File: src/rtl/dpll_pkg.sv
// Shared types and helpers for the DPLL trim controller: trim width, state encoding,
// and the thermometer encoder used for the trim register.
package dpll_pkg;

  localparam int unsigned TRIM_W = 26;
  localparam int unsigned BC_W   = $clog2(TRIM_W + 1);

  typedef enum logic [1:0] {
    IDLE  = 2'd0,
    ARM   = 2'd1,
    COUNT = 2'd2,
    ADJ   = 2'd3
  } state_e;

  // Thermometer code: bit i is set when i < bc.
  function automatic logic [TRIM_W-1:0] therm(input logic [BC_W-1:0] bc);
    logic [TRIM_W-1:0] t;
    t = '0;
    for (int i = 0; i < int'(TRIM_W); i++) begin
      t[i] = (BC_W'(i) < bc);
    end
    return t;
  endfunction

endpackage

File: src/rtl/dpll_ref_sync.sv
// Brings the asynchronous reference clock into the oscillator domain and flags
// its rising edge as a one-cycle pulse.
module dpll_ref_sync (
  input  logic clock,
  input  logic reset,
  input  logic async_i,
  output logic rise_c
);

  logic [1:0] sync_q;
  logic       prev_q;

  always_ff @(posedge clock) begin
    if (reset) begin
      sync_q <= '0;
      prev_q <= 1'b0;
    end else begin
      sync_q <= {sync_q[0], async_i};
      prev_q <= sync_q[1];
    end
  end

  assign rise_c = sync_q[1] & ~prev_q;

endmodule

File: src/rtl/dpll_trim_ctrl.sv
// Closed-loop trim controller for the ring oscillator: counts osc cycles per ref period
// and nudges the thermometer trim one step per period. Optional lock detect: DPLL_LOCK_DETECT_EN.
module dpll_trim_ctrl
  import dpll_pkg::*;
#(
  parameter int unsigned CNT_W   = 8,
  parameter int unsigned DIV_W   = 8,
  parameter int unsigned INIT_BC = 13,
  parameter int unsigned LOCK_N  = 4
) (
  input  logic              clock,
  input  logic              reset,
  input  logic              enable,
  input  logic              osc_ref,
  input  logic [DIV_W-1:0]  div,
  output logic [TRIM_W-1:0] trim,
  output logic [BC_W-1:0]   bcount,
  output logic [CNT_W-1:0]  meas,
  output logic              meas_vld,
  output logic              lock
);

  localparam int unsigned     CMP_W   = ((CNT_W > DIV_W) ? CNT_W : DIV_W) + 1;
  localparam logic [CNT_W-1:0] CNT_MAX = '1;
  localparam logic [BC_W-1:0]  BC_MAX  = BC_W'(TRIM_W);

  state_e             state_q, state_d;
  logic [CNT_W-1:0]   cnt_q, cnt_d;
  logic [BC_W-1:0]    bcount_q, bc_d;
  logic [TRIM_W-1:0]  trim_q;
  logic [CNT_W-1:0]   meas_q, meas_d;
  logic               meas_vld_q, meas_vld_d;

  logic               ref_rise_c;
  logic [CNT_W-1:0]   cnt_inc_c;
  logic [CMP_W-1:0]   meas_x_c, div_x_c;
  logic               meas_gt_c, meas_lt_c;

  dpll_ref_sync u_ref_sync (
    .clock   (clock),
    .reset   (reset),
    .async_i (osc_ref),
    .rise_c  (ref_rise_c)
  );

  assign cnt_inc_c = (cnt_q == CNT_MAX) ? cnt_q : cnt_q + CNT_W'(1);
  assign meas_x_c  = CMP_W'(meas_q);
  assign div_x_c   = CMP_W'(div);
  assign meas_gt_c = meas_x_c > div_x_c;
  assign meas_lt_c = meas_x_c < div_x_c;

  // A ref edge during ADJ is captured exactly like one seen in COUNT.
  always_comb begin
    state_d    = state_q;
    cnt_d      = cnt_q;
    bc_d       = bcount_q;
    meas_d     = meas_q;
    meas_vld_d = 1'b0;
    if (!enable) begin
      state_d = IDLE;
      cnt_d   = '0;
    end else begin
      case (state_q)
        IDLE: begin
          cnt_d   = '0;
          state_d = ARM;
        end
        ARM: begin
          if (ref_rise_c) begin
            cnt_d   = CNT_W'(1);
            state_d = COUNT;
          end
        end
        COUNT, ADJ: begin
          cnt_d   = cnt_inc_c;
          state_d = COUNT;
          if (state_q == ADJ) begin
            if (meas_gt_c && (bcount_q != BC_MAX)) begin
              bc_d = bcount_q + BC_W'(1);
            end else if (meas_lt_c && (bcount_q != '0)) begin
              bc_d = bcount_q - BC_W'(1);
            end
          end
          if (ref_rise_c) begin
            meas_d     = cnt_q;
            cnt_d      = CNT_W'(1);
            meas_vld_d = 1'b1;
            state_d    = ADJ;
          end
        end
        default: state_d = IDLE;
      endcase
    end
  end

  always_ff @(posedge clock) begin
    if (reset) begin
      state_q    <= IDLE;
      cnt_q      <= '0;
      bcount_q   <= BC_W'(INIT_BC);
      trim_q     <= therm(BC_W'(INIT_BC));
      meas_q     <= '0;
      meas_vld_q <= 1'b0;
    end else begin
      state_q    <= state_d;
      cnt_q      <= cnt_d;
      bcount_q   <= bc_d;
      trim_q     <= therm(bc_d);
      meas_q     <= meas_d;
      meas_vld_q <= meas_vld_d;
    end
  end

  assign trim     = trim_q;
  assign bcount   = bcount_q;
  assign meas     = meas_q;
  assign meas_vld = meas_vld_q;

`ifdef DPLL_LOCK_DETECT_EN
  localparam int unsigned     LK_W   = $clog2(LOCK_N + 1);
  localparam logic [LK_W-1:0] LK_MAX = LK_W'(LOCK_N);

  logic [LK_W-1:0]  streak_q, streak_d;
  logic             lock_q, lock_d;
  logic [CMP_W-1:0] diff_c;
  logic             in_band_c;

  assign diff_c    = meas_gt_c ? (meas_x_c - div_x_c) : (div_x_c - meas_x_c);
  assign in_band_c = diff_c <= CMP_W'(1);

  // Streak of consecutive in-band adjust cycles; one miss drops lock.
  always_comb begin
    streak_d = streak_q;
    lock_d   = lock_q;
    if (!enable) begin
      streak_d = '0;
      lock_d   = 1'b0;
    end else if (state_q == ADJ) begin
      if (in_band_c) begin
        if (streak_q != LK_MAX) begin
          streak_d = streak_q + LK_W'(1);
        end
        lock_d = (streak_d == LK_MAX);
      end else begin
        streak_d = '0;
        lock_d   = 1'b0;
      end
    end
  end

  always_ff @(posedge clock) begin
    if (reset) begin
      streak_q <= '0;
      lock_q   <= 1'b0;
    end else begin
      streak_q <= streak_d;
      lock_q   <= lock_d;
    end
  end

  assign lock = lock_q;
`else
  assign lock = 1'b0;
`endif

endmodule

File: config.mk
export PLATFORM = sky130hd
export DESIGN_NAME = dpll_trim_ctrl
export DESIGN_NICKNAME = d
export VERILOG_FILES = /design/src/rtl/dpll_pkg.sv /design/src/rtl/dpll_ref_sync.sv /design/src/rtl/dpll_trim_ctrl.sv
export SDC_FILE = /design/constraint.sdc
export NUM_CORES = 1
export LEC_CHECK = 0
export BUFFER_PORTS_ARGS = -buffer_cell sky130_fd_sc_hd__buf_4
export CAP_MARGIN = 20
export CORE_UTILIZATION = 45
export CTS_BUF_LIST = sky130_fd_sc_hd__clkbuf_4
export DETAILED_ROUTE_END_ITERATION = 7
export PLACE_DENSITY = 0.79
export SYNTH_ARGS = -nofsm -noshare
export SYNTH_HDL_FRONTEND = slang
export SYNTH_SLANG_ARGS = --single-unit
File: constraint.sdc
create_clock -name clock -period 3.1 [get_ports clock]
set_clock_uncertainty 0.05 [all_clocks]
set_input_delay 0.155 -clock clock [delete_from_list [all_inputs] [get_ports clock]]
set_output_delay 0.155 -clock clock [all_outputs]
set_load 0.05 [all_outputs]
==> results of run 1 <==
==> worst min-delay path by stage <==
stage / startpoint / to / slack [ps] / depth (start not counted)
6_report: reset / meas[6] / 40 / 2
5_1_grt: reset / meas[5] / 50 / 2
4_1_cts: reset / meas[4] / 20 / 2
3_5_place_dp: osc_ref / u_ref_sync.sync_q[0] / 330 / 2
3_3_place_gp: osc_ref / u_ref_sync.sync_q[0] / 310 / 2
2_1_floorplan: osc_ref / u_ref_sync.sync_q[0] / 230 / 1
==> metal layers <==
layer | part of all wire (%) | wire length (um)
met5 | 0 | 0
met4 | 1.7 | 81
met3 | 4.0 | 190
met2 | 49 | 2350
met1 | 45 | 2170
==> layout make-up <==
| cell class | count | area [um^2] | share of cell area (%) |
|---|---|---|---|
| Multi-Input combinational cell | 176 | 1150 | 41.2 |
| Clock buffer | 5 | 37.5 | 1.35 |
| Sequential cell | 52 | 1040 | 37.4 |
| Clock inverter | 3 | 17.5 | 0.629 |
| Inverter | 13 | 48.8 | 1.75 |
| Timing Repair Buffer | 54 | 408 | 14.7 |
| Tap cell | 67 | 83.8 | 3.01 |
==> worst max-delay path, stage by stage, from the launching register on <==
cell      delay [ps]
dfxtp_1          470
inv_1            150
ha_1             260
or3b_1           190
o21a_1           170
nand2_2           80
or4bb_2          640
o211ai_1         390
o21ai_0          190
==> cell usage after synthesis, drive strengths merged, types with 2 or more instances <==
master / count
o31ai: 3
clkbuf: 4
nor2b: 9
mux2i: 2
and4: 2
xor2: 4
xnor2: 2
nand2b: 5
or3: 3
a211oi: 4
inv: 13
a22o: 2
dfxtp: 52
a31oi: 4
nand3: 11
nor2: 19
nand2: 28
o211ai: 3
nand4: 4
nor3: 4
and3: 7
a211o: 2
a21oi: 19
o21ai: 8
buf: 9
ha: 12
==> logic make-up (layout without fill, tap and decap cells) <==
kind of cell,Yosys count,in the layout
adder cells (fa/ha/maj),12,12
XOR/XNOR,6,6
flip-flops,52,52
multiplexers,2,2
buffers and inverters,26,75
AO/OA/AOI/OAI,57,57
AND/OR/NAND/NOR,98,98
other,1,1
==> sequential cells by signal, indices dropped and copies added, names as in the netlist <==
signal             cells
meas                   8
meas_vld               1
trim                  26
cnt_q                  8
bcount                 4
u_ref_sync.prev_q      1
state_q                2
u_ref_sync.sync_q      2
==> power groups by stage <==
stage | registers (uW) | logic, uW | clock network (uW)
final | 673 | 43.0 | 302
after global routing | 674 | 48.1 | 336
after floorplan | 687 | 27.2 | 0
after global placement | 688 | 40.9 | 0
after CTS | 673 | 43.0 | 310
after detailed placement | 688 | 41.9 | 0
==> stage by stage <==
stage                     setup WS [ps]  instance area [um^2]  hold WS (ps)  util [%]  total power (uW)
after CTS                           272                  2780          24.4      57.3              1030
after floorplan                     280                  2320           233         -               715
after detailed placement            294                  2710           328      55.9               730
after global placement              289                  2710           315      55.9               729
after global routing               91.0                  2780          45.0      57.4              1060
final                               389                  2780          39.6      57.4              1020
==> timing repair <==
action,in CTS,in global routing
hold endpoints to repair,1,0
hold buffers,1,0
endpoints found under the setup margin,0,1
gates resized for setup,0,1
==> results.json, run 1 <==
{
  "viasPerCell": 5.36,
  "startpoint": "bcount[0]",
  "num_io_pins": 53,
  "regToRegSetupSlack_ps": 390,
  "busiest_layer": "met2",
  "cp-endpoint": "trim[4]",
  "synth_top_family_by_area": "simple AND/OR/NAND/NOR gates",
  "p_seq_share_pct": 66.1,
  "crit_required_ps": 3300,
  "cts_root_buf": "clkbuf_4",
  "fp-row-count": 25,
  "drcViolationCount": 0,
  "drt_iter0_drc": 143,
  "powerDensity_nw_per_um2": 366,
  "rsz0062_at_grt": "no",
  "grt_start_max_net_pins": 22,
  "diodes": 0,
  "cp.arrival_ps": 2910,
  "clkPwrFrac_pct": 29.7,
  "dp_cells": 361,
  "antenna_found_initial": 0,
  "n_fill_cell": 448,
  "yosysUniqueCellTypes": 55,
  "hold_violations": 0,
  "crit_type": "reg -> reg",
  "synth_area_per_cell_um2": 9.14,
  "grt_first_pass_wirelength_mm": 7.80,
  "met1_usage_pct": 23.2,
  "design.die.area_um2": 5450,
  "synth_flop_cell": "dfxtp_1",
  "h-tree-depth": 2,
  "path_clk_slew_ps": 150,
  "reg2reg_to": "trim[4]",
  "muxShareOfSynthArea_pct": 0.862,
  "final_common_cell": "buf_4",
  "instances_no_fill": 370,
  "power.switching_uw": 240,
  "yosysWarnings": 0,
  "synth_edf_count": 0,
  "finalSetupViolCount": 0,
  "drv_cap": 0,
  "synth_area_um2": 2320,
  "outcome": "completed",
  "post-route-period-util_pct": 87.4,
  "period_minus_slack_ps": 2710,
  "die_x_um": 73.8,
  "clk_latency_ps": 370,
  "drt_pre_antenna_iters": 6,
  "reg2regPathDepth": 8,
  "synthToLayoutAreaGrowth_pct": 19.8,
  "fmax_mhz": 369,
  "vias": 1983,
  "synthCells": 254,
  "post_cts_buffers": 0,
  "start_kind": "flop",
  "final_nets": 326,
  "start_util_pct": 47.9,
  "cts_made_buffers": 5,
  "mostFrequentLayoutCells": "53 x buf_4, 52 x dfxtp_1, 27 x nand2_1",
  "wire_per_inst_um": 12.9,
  "cp_max_fo": 12,
  "ant_nets": 0,
  "synth_compound_area_share_pct": 17.0,
  "r2r_start": "bcount[0]",
  "p_comb_share_pct": 4.2,
  "synth_top_area_share_pct": 44.8,
  "port_buffers": 51,
  "swShare_pct": 23.5,
  "async_reset_ff_share_pct": 0,
  "syn_nets": 278,
  "cts_tree": "done",
  "gp_congestion": 0.865,
  "ys_seq_area_share_pct": 44.8,
  "hold_class": "in -> reg",
  "grtUsageMet3_pct": 4.12,
  "synthXorXnorAreaFrac_pct": 2.26,
  "layout-drive-gt1-share_pct": 25.7,
  "cts_buffer_depth": 2,
  "fin_setup_tns_ps": 0,
  "ys_seq_elements": 52,
  "routed_wl_mm": 4.79,
  "cts.sinks": 52,
  "dp_hpwl_mm": 3.65,
  "p_int_uw": 779,
  "slew_violations": 0,
  "tightest_slew_ps": 823,
  "power.leakage_uw": 0.00117,
  "core_um2": 4850,
  "synth_adder_area_share_pct": 6.47,
  "synth.area.top_cells": "dfxtp_1 45%, ha_1 6.5%, nand2_1 4.4%, a21oi_1 4.1%, nor2_1 2.7%",
  "synthSimpleGateAreaFrac_pct": 22.4,
  "grt_use_met2_pct": 31.8,
  "vdd_ir_drop_max_v": 0.000245,
  "grt_usage_pct": 18.8,
  "gr-total-overflow": 0,
  "relSlewSlack_pct": 44.9,
  "yosysTopAreaCell": "dfxtp_1",
  "grt_pass1_vias": 1766,
  "die_h_um": 73.8,
  "end_kind": "flop"
}
No activity file was read; power rests on OpenSTA's default activity.
==> run 2, diff against run 1 <==
PLACE_DENSITY = 0.82   (was 0.79)
clock period = 2.4 ns   (was 3.1 ns; I/O delays follow)
==> run 2 against run 1 <==
Worst hold slack improved by 7.7 ps. Largest power group unchanged. Utilization increased by 10 points. Non-clock buffer count increased by 20. Sequential power increased by 28%. Sequential cell count unchanged. Die area unchanged. Fmax increased by 15%. Setup slack got worse by 350 ps. Largest cell class unchanged. Critical endpoint is now trim[14].
==> results.json, run 2 (same netlist as run 1, synthesis figures left out) <==
{
  "outcome": "completed",
  "layout-drive-gt1-share_pct": 41.8,
  "hold_class": "in -> reg",
  "synthToLayoutAreaGrowth_pct": 41.4,
  "fmax_mhz": 423,
  "power_uw": 1350,
  "fp-row-count": 25,
  "crit_type": "reg -> reg",
  "design.die.area_um2": 5450,
  "grt_first_pass_wirelength_mm": 8.27,
  "path_clk_slew_ps": 160,
  "antenna_found_initial": 0,
  "grt_pass1_vias": 1845,
  "cts.sinks": 52,
  "gp_congestion": 0.801,
  "end_kind": "flop",
  "die_h_um": 73.8,
  "crit_chain": "inv_4, ha_4, or3b_4, o21a_1, nand2_2, nor2_4, and3_4, or3_4, buf_12, o31ai_1",
  "drv_cap": 0,
  "hold_start": "enable",
  "cts_tree": "done",
  "finalSetupViolCount": 0,
  "final_nets": 346,
  "cp_top_family": "simple AND/OR/NAND/NOR gates",
  "grt_use_met2_pct": 34.4,
  "fin_setup_tns_ps": 0,
  "die_x_um": 73.8,
  "post-route-period-util_pct": 98.5,
  "drcViolationCount": 0,
  "cts_buffer_depth": 2,
  "powerDensity_nw_per_um2": 411,
  "cp.arrival_ps": 2620,
  "cts_root_buf": "clkbuf_4",
  "critical_path.max_stage_delay_ps": 420,
  "final_common_cell": "buf_4",
  "clk_latency_ps": 390,
  "critPathBufInv": 2,
  "dp_hpwl_mm": 3.85,
  "cp_max_fo": 5,
  "wire_per_inst_um": 14.5,
  "start_util_pct": 47.9,
  "instances_no_fill": 390,
  "slew_violations": 0,
  "cp_slowest_cell": "or3_4",
  "port_buffers": 51,
  "vias": 2060,
  "gr-total-overflow": 0,
  "r2r_start": "bcount[1]",
  "grt_start_max_net_pins": 22,
  "core_um2": 4850,
  "largest_reg_flops": 26,
  "rsz0062_at_grt": "yes",
  "num_io_pins": 53,
  "ant_nets": 0,
  "diodes": 0,
  "drt_pre_antenna_iters": 4,
  "drt_iter0_drc": 125,
  "vdd_ir_drop_max_v": 0.000449,
  "mostFrequentLayoutCells": "67 x buf_4, 41 x dfxtp_1, 26 x nand2_1",
  "grt_usage_pct": 20.1,
  "cts_made_buffers": 5,
  "viasPerCell": 5.28,
  "period_minus_slack_ps": 2360,
  "dp_cells": 371,
  "met1_usage_pct": 24.4,
  "grtUsageMet3_pct": 4.53,
  "busiest_layer": "met2",
  "h-tree-depth": 2,
  "hold_violations": 0,
  "power.leakage_uw": 0.00132,
  "crit_required_ps": 2660,
  "n_fill_cell": 362,
  "routed_wl_mm": 5.65,
  "start_kind": "flop",
  "startpoint": "bcount[1]"
}
## run 2: cell count changes in the layout (fill, tap and decap cells not counted), moves of 3 or more
cell	change
a21oi_1	-3
buf_4	+14
ha_4	+5
dfxtp_4	+10
dfxtp_1	-11
ha_1	-5
## run 2: stage by stage
stage	utilization, %	worst slack [ps]	instance area, um^2	hold slack, ps
after floorplan	-	2.04	2480	198
after global placement	61.0	-125	2960	279
after detailed placement	61.0	-159	2960	285
after CTS	64.2	-9.42	3110	37.9
after global routing	67.7	-42.1	3280	58.1
final	67.7	36.0	3280	47.3
## run 2: path summary, 6_finish.rpt
kind	endpoint	slack, ps	cells past startpoint
hold / removal	state_q[1]	50	3
setup / recovery	trim[14]	40	10
setup reg to reg	trim[14]	40	10
hold reg to reg	u_ref_sync.sync_q[1]	410	1
## run 2: worst min-delay path: cells and delay by family
kind,cells,cell delay [ps]
buffers and inverters,1,100
and+or+nand+nor,2,230
## run 2: where the power goes
part / switching (uW) / leakage (uW) / internal [uW] / total [uW]
clock: 299 / 0.0000333 / 124 / 422
sequential: 2.80 / 0.000427 / 856 / 859
combinational: 36.2 / 0.000864 / 33.8 / 70.0
total: 338 / 0.00132 / 1010 / 1350
## run 2: what timing repair did
item                       CTS  global route
resized for setup            8            18
cloned                       0             2
setup endpoints to repair    7            19
hold endpoints to repair    13             0
hold buffers                 3             0
setup buffers                3             3
pin swaps                    1             7
## run 2: metal layers
layer  vias up  share of wire [%]
met5         -                  0
li1       1031                  -
met2        37                 51
met4         0                1.6
met1       982                 44
met3        10                3.7
## run 2: final cells by class
class	instances	area [um^2]	share of cell area (%)
Clock buffer	5	37.5	1.14
Inverter	13	53.8	1.64
Timing Repair Buffer	74	623	19.0
Tap cell	67	83.8	2.55
Sequential cell	52	1080	32.9
Multi-Input combinational cell	176	1380	42.0
Clock inverter	3	27.5	0.838
==> run 3, diff against run 2 <==
ABC_AREA = 1   (was default)
==> run 3 against run 2 <==
Sequential power up 2%. Utilization decreased by 10 points. Combinational power rose by 14%. Largest cell class unchanged.
==> results.json, run 3 <==
{
  "synth.area.top_cells": "dfxtp_1 44%, inv_1 8.4%, nand2_1 7.6%, nor2_1 6.5%, ha_1 6.3%",
  "cts_made_buffers": 5,
  "met1_usage_pct": 20.5,
  "gp_congestion": 0.921,
  "regToRegSetupSlack_ps": 140,
  "crit_type": "reg -> reg",
  "synthToLayoutAreaGrowth_pct": 23.0,
  "cts_root_buf": "clkbuf_4",
  "num_io_pins": 53,
  "outcome": "completed",
  "start_util_pct": 46.6,
  "cts_resized": 0,
  "synthCells": 308,
  "antenna_found_initial": 0,
  "yosysWarnings": 0,
  "busiest_layer": "met2",
  "routed_wl_mm": 4.82,
  "slew_violations": 0,
  "path_clk_slew_ps": 160,
  "viasPerCell": 4.73,
  "reg2reg_to": "trim[12]",
  "hold_depth": 5,
  "cts_buffer_depth": 2,
  "crit_required_ps": 2630,
  "rsz0062_at_grt": "no",
  "min_to": "cnt_q[1]",
  "core_um2": 5110,
  "ys_seq_area_share_pct": 43.8,
  "final_common_cell": "inv_1",
  "dp_cells": 425,
  "fmax_mhz": 442,
  "fp-row-count": 26,
  "synthTopCellsByCount": "53 x inv_1, 52 x dfxtp_1, 48 x nand2_1",
  "design.die.area_um2": 5580,
  "synth_area_um2": 2380,
  "drv_cap": 0,
  "clk_latency_ps": 380,
  "ys_seq_elements": 52,
  "drt_iter0_drc": 106,
  "instances_no_fill": 436,
  "largest_reg_flops": 26,
  "layout-drive-gt1-share_pct": 24.9,
  "grt_first_pass_wirelength_mm": 7.89,
  "synth_edf_count": 0,
  "grt_usage_pct": 18.6,
  "vdd_ir_drop_max_v": 0.000267,
  "end_kind": "flop",
  "gr-total-overflow": 0,
  "finalSetupViolCount": 0,
  "p_comb_share_pct": 5.8,
  "cp_max_fo": 5,
  "hold_start": "enable",
  "diodes": 0,
  "fin_setup_tns_ps": 0,
  "mostFrequentLayoutCells": "53 x inv_1, 52 x buf_4, 51 x dfxtp_1",
  "p_int_uw": 1020,
  "synth_top_area_share_pct": 43.8,
  "grt_start_max_net_pins": 19,
  "yosysMostFrequentCell": "inv_1",
  "dp_hpwl_mm": 3.81,
  "cp.arrival_ps": 2500,
  "powerDensity_nw_per_um2": 467,
  "swShare_pct": 25.2,
  "vias": 2064,
  "synth_area_per_cell_um2": 7.72,
  "syn_nets": 332,
  "yosysTopAreaCell": "dfxtp_1",
  "grtUsageMet3_pct": 4.42,
  "start_kind": "flop",
  "seqCellArea_um2": 1040,
  "power.leakage_uw": 0.00142,
  "drcViolationCount": 0,
  "n_fill_cell": 491,
  "port_buffers": 51,
  "p_seq_share_pct": 64.0,
  "async_reset_ff_share_pct": 0,
  "grt_pass1_vias": 1879,
  "cts_tree": "done",
  "multiInputGateArea_um2": 1100,
  "drt_pre_antenna_iters": 4,
  "cts.sinks": 52,
  "ant_nets": 0,
  "clkPwrFrac_pct": 30.2,
  "hold_class": "in -> reg",
  "die_h_um": 74.7,
  "synth_flop_cell": "dfxtp_1",
  "period_minus_slack_ps": 2260,
  "post-route-period-util_pct": 94.3,
  "grt_use_met2_pct": 33.7,
  "holdWs_ps": 71.5,
  "die_x_um": 74.7,
  "r2r_start": "meas[7]",
  "wire_per_inst_um": 11.1,
  "power_uw": 1370,
  "reg2regPathDepth": 12,
  "hold_violations": 0,
  "yosysUniqueCellTypes": 33,
  "h-tree-depth": 2,
  "final_nets": 389,
  "power.switching_uw": 344,
  "startpoint": "meas[7]"
}
## run 3: cell types whose count changed after synthesis, moves of 8 or more
| cell | before | now |
|---|---|---|
| inv_1 | 13 | 53 |
| nand2_1 | 27 | 48 |
| nor2_1 | 17 | 41 |
| nor2b_1 | 9 | 0 |
| nand2_2 | 1 | 9 |
## run 3: cells by family (layout without fill, tap and decap cells)
| group | count (synthesis) | count (layout) | synth area share [%] |
|---|---|---|---|
| simple gates | 137 | 137 | 28.0 |
| compound gates | 42 | 42 | 10.4 |
| flops | 52 | 52 | 43.8 |
| other cells | 1 | 1 | 0.158 |
| buf+inv | 61 | 119 | 9.94 |
| xor+xnor | 3 | 3 | 1.42 |
| fa+ha+maj | 12 | 12 | 6.31 |
## run 3: worst max-delay path by stage
stage	endpoint	slack, ps	cells past startpoint
after floorplan	trim[14]	40	13
after CTS	trim[12]	150	12
after detailed placement	trim[12]	190	12
final	trim[12]	140	12
after global placement	trim[14]	250	11
after global routing	trim[12]	7	15
## run 3: cell type report
type / count / share of cell area [%]
Timing Repair Buffer: 55 / 14.4
Inverter: 56 / 7.19
Clock inverter: 3 / 0.898
Clock buffer: 5 / 1.28
Tap cell: 70 / 2.99
Sequential cell: 52 / 35.6
Multi-Input combinational cell: 195 / 37.6
## run 3: power by group through the flow
stage | sequential, uW | combinational (uW) | clock (uW)
global placement | 893 | 73.4 | 0
floorplan | 898 | 44.3 | 0
detailed placement | 893 | 75.8 | 0
CTS | 874 | 79.9 | 427
global route | 876 | 90.0 | 458
finish | 874 | 79.9 | 412
## run 3: repair_timing
item,in CTS,in global routing
hold endpoints to repair,6,0
hold buffers,3,0
setup buffers,0,0
## run 3: critical path, cell delays in order, from the launching register on
cell	delay (ps)
dfxtp_1	360
ha_1	300
a21o_1	210
nor2_4	160
nand3_2	150
a21boi_2	200
nand2_1	80
nand2_1	80
nand2_2	110
nor2_2	180
nand2_1	120
nand2_1	110
nor2_1	50
## run 3: layer usage
metal	wire [um]	vias up
met4	82	0
met1	2110	931
li1	-	1069
met3	181	9
met2	2450	55
met5	0	-
## run 3: metrics by stage
| step | area (um^2) | setup WS [ps] | util [%] |
|---|---|---|---|
| final | 2930 | 136 | 57.3 |
| after floorplan | 2380 | 35.0 | - |
| after global placement | 2830 | 249 | 55.4 |
| after global routing | 2930 | 6.96 | 57.3 |
| after detailed placement | 2830 | 187 | 55.4 |
| after CTS | 2930 | 146 | 57.3 |
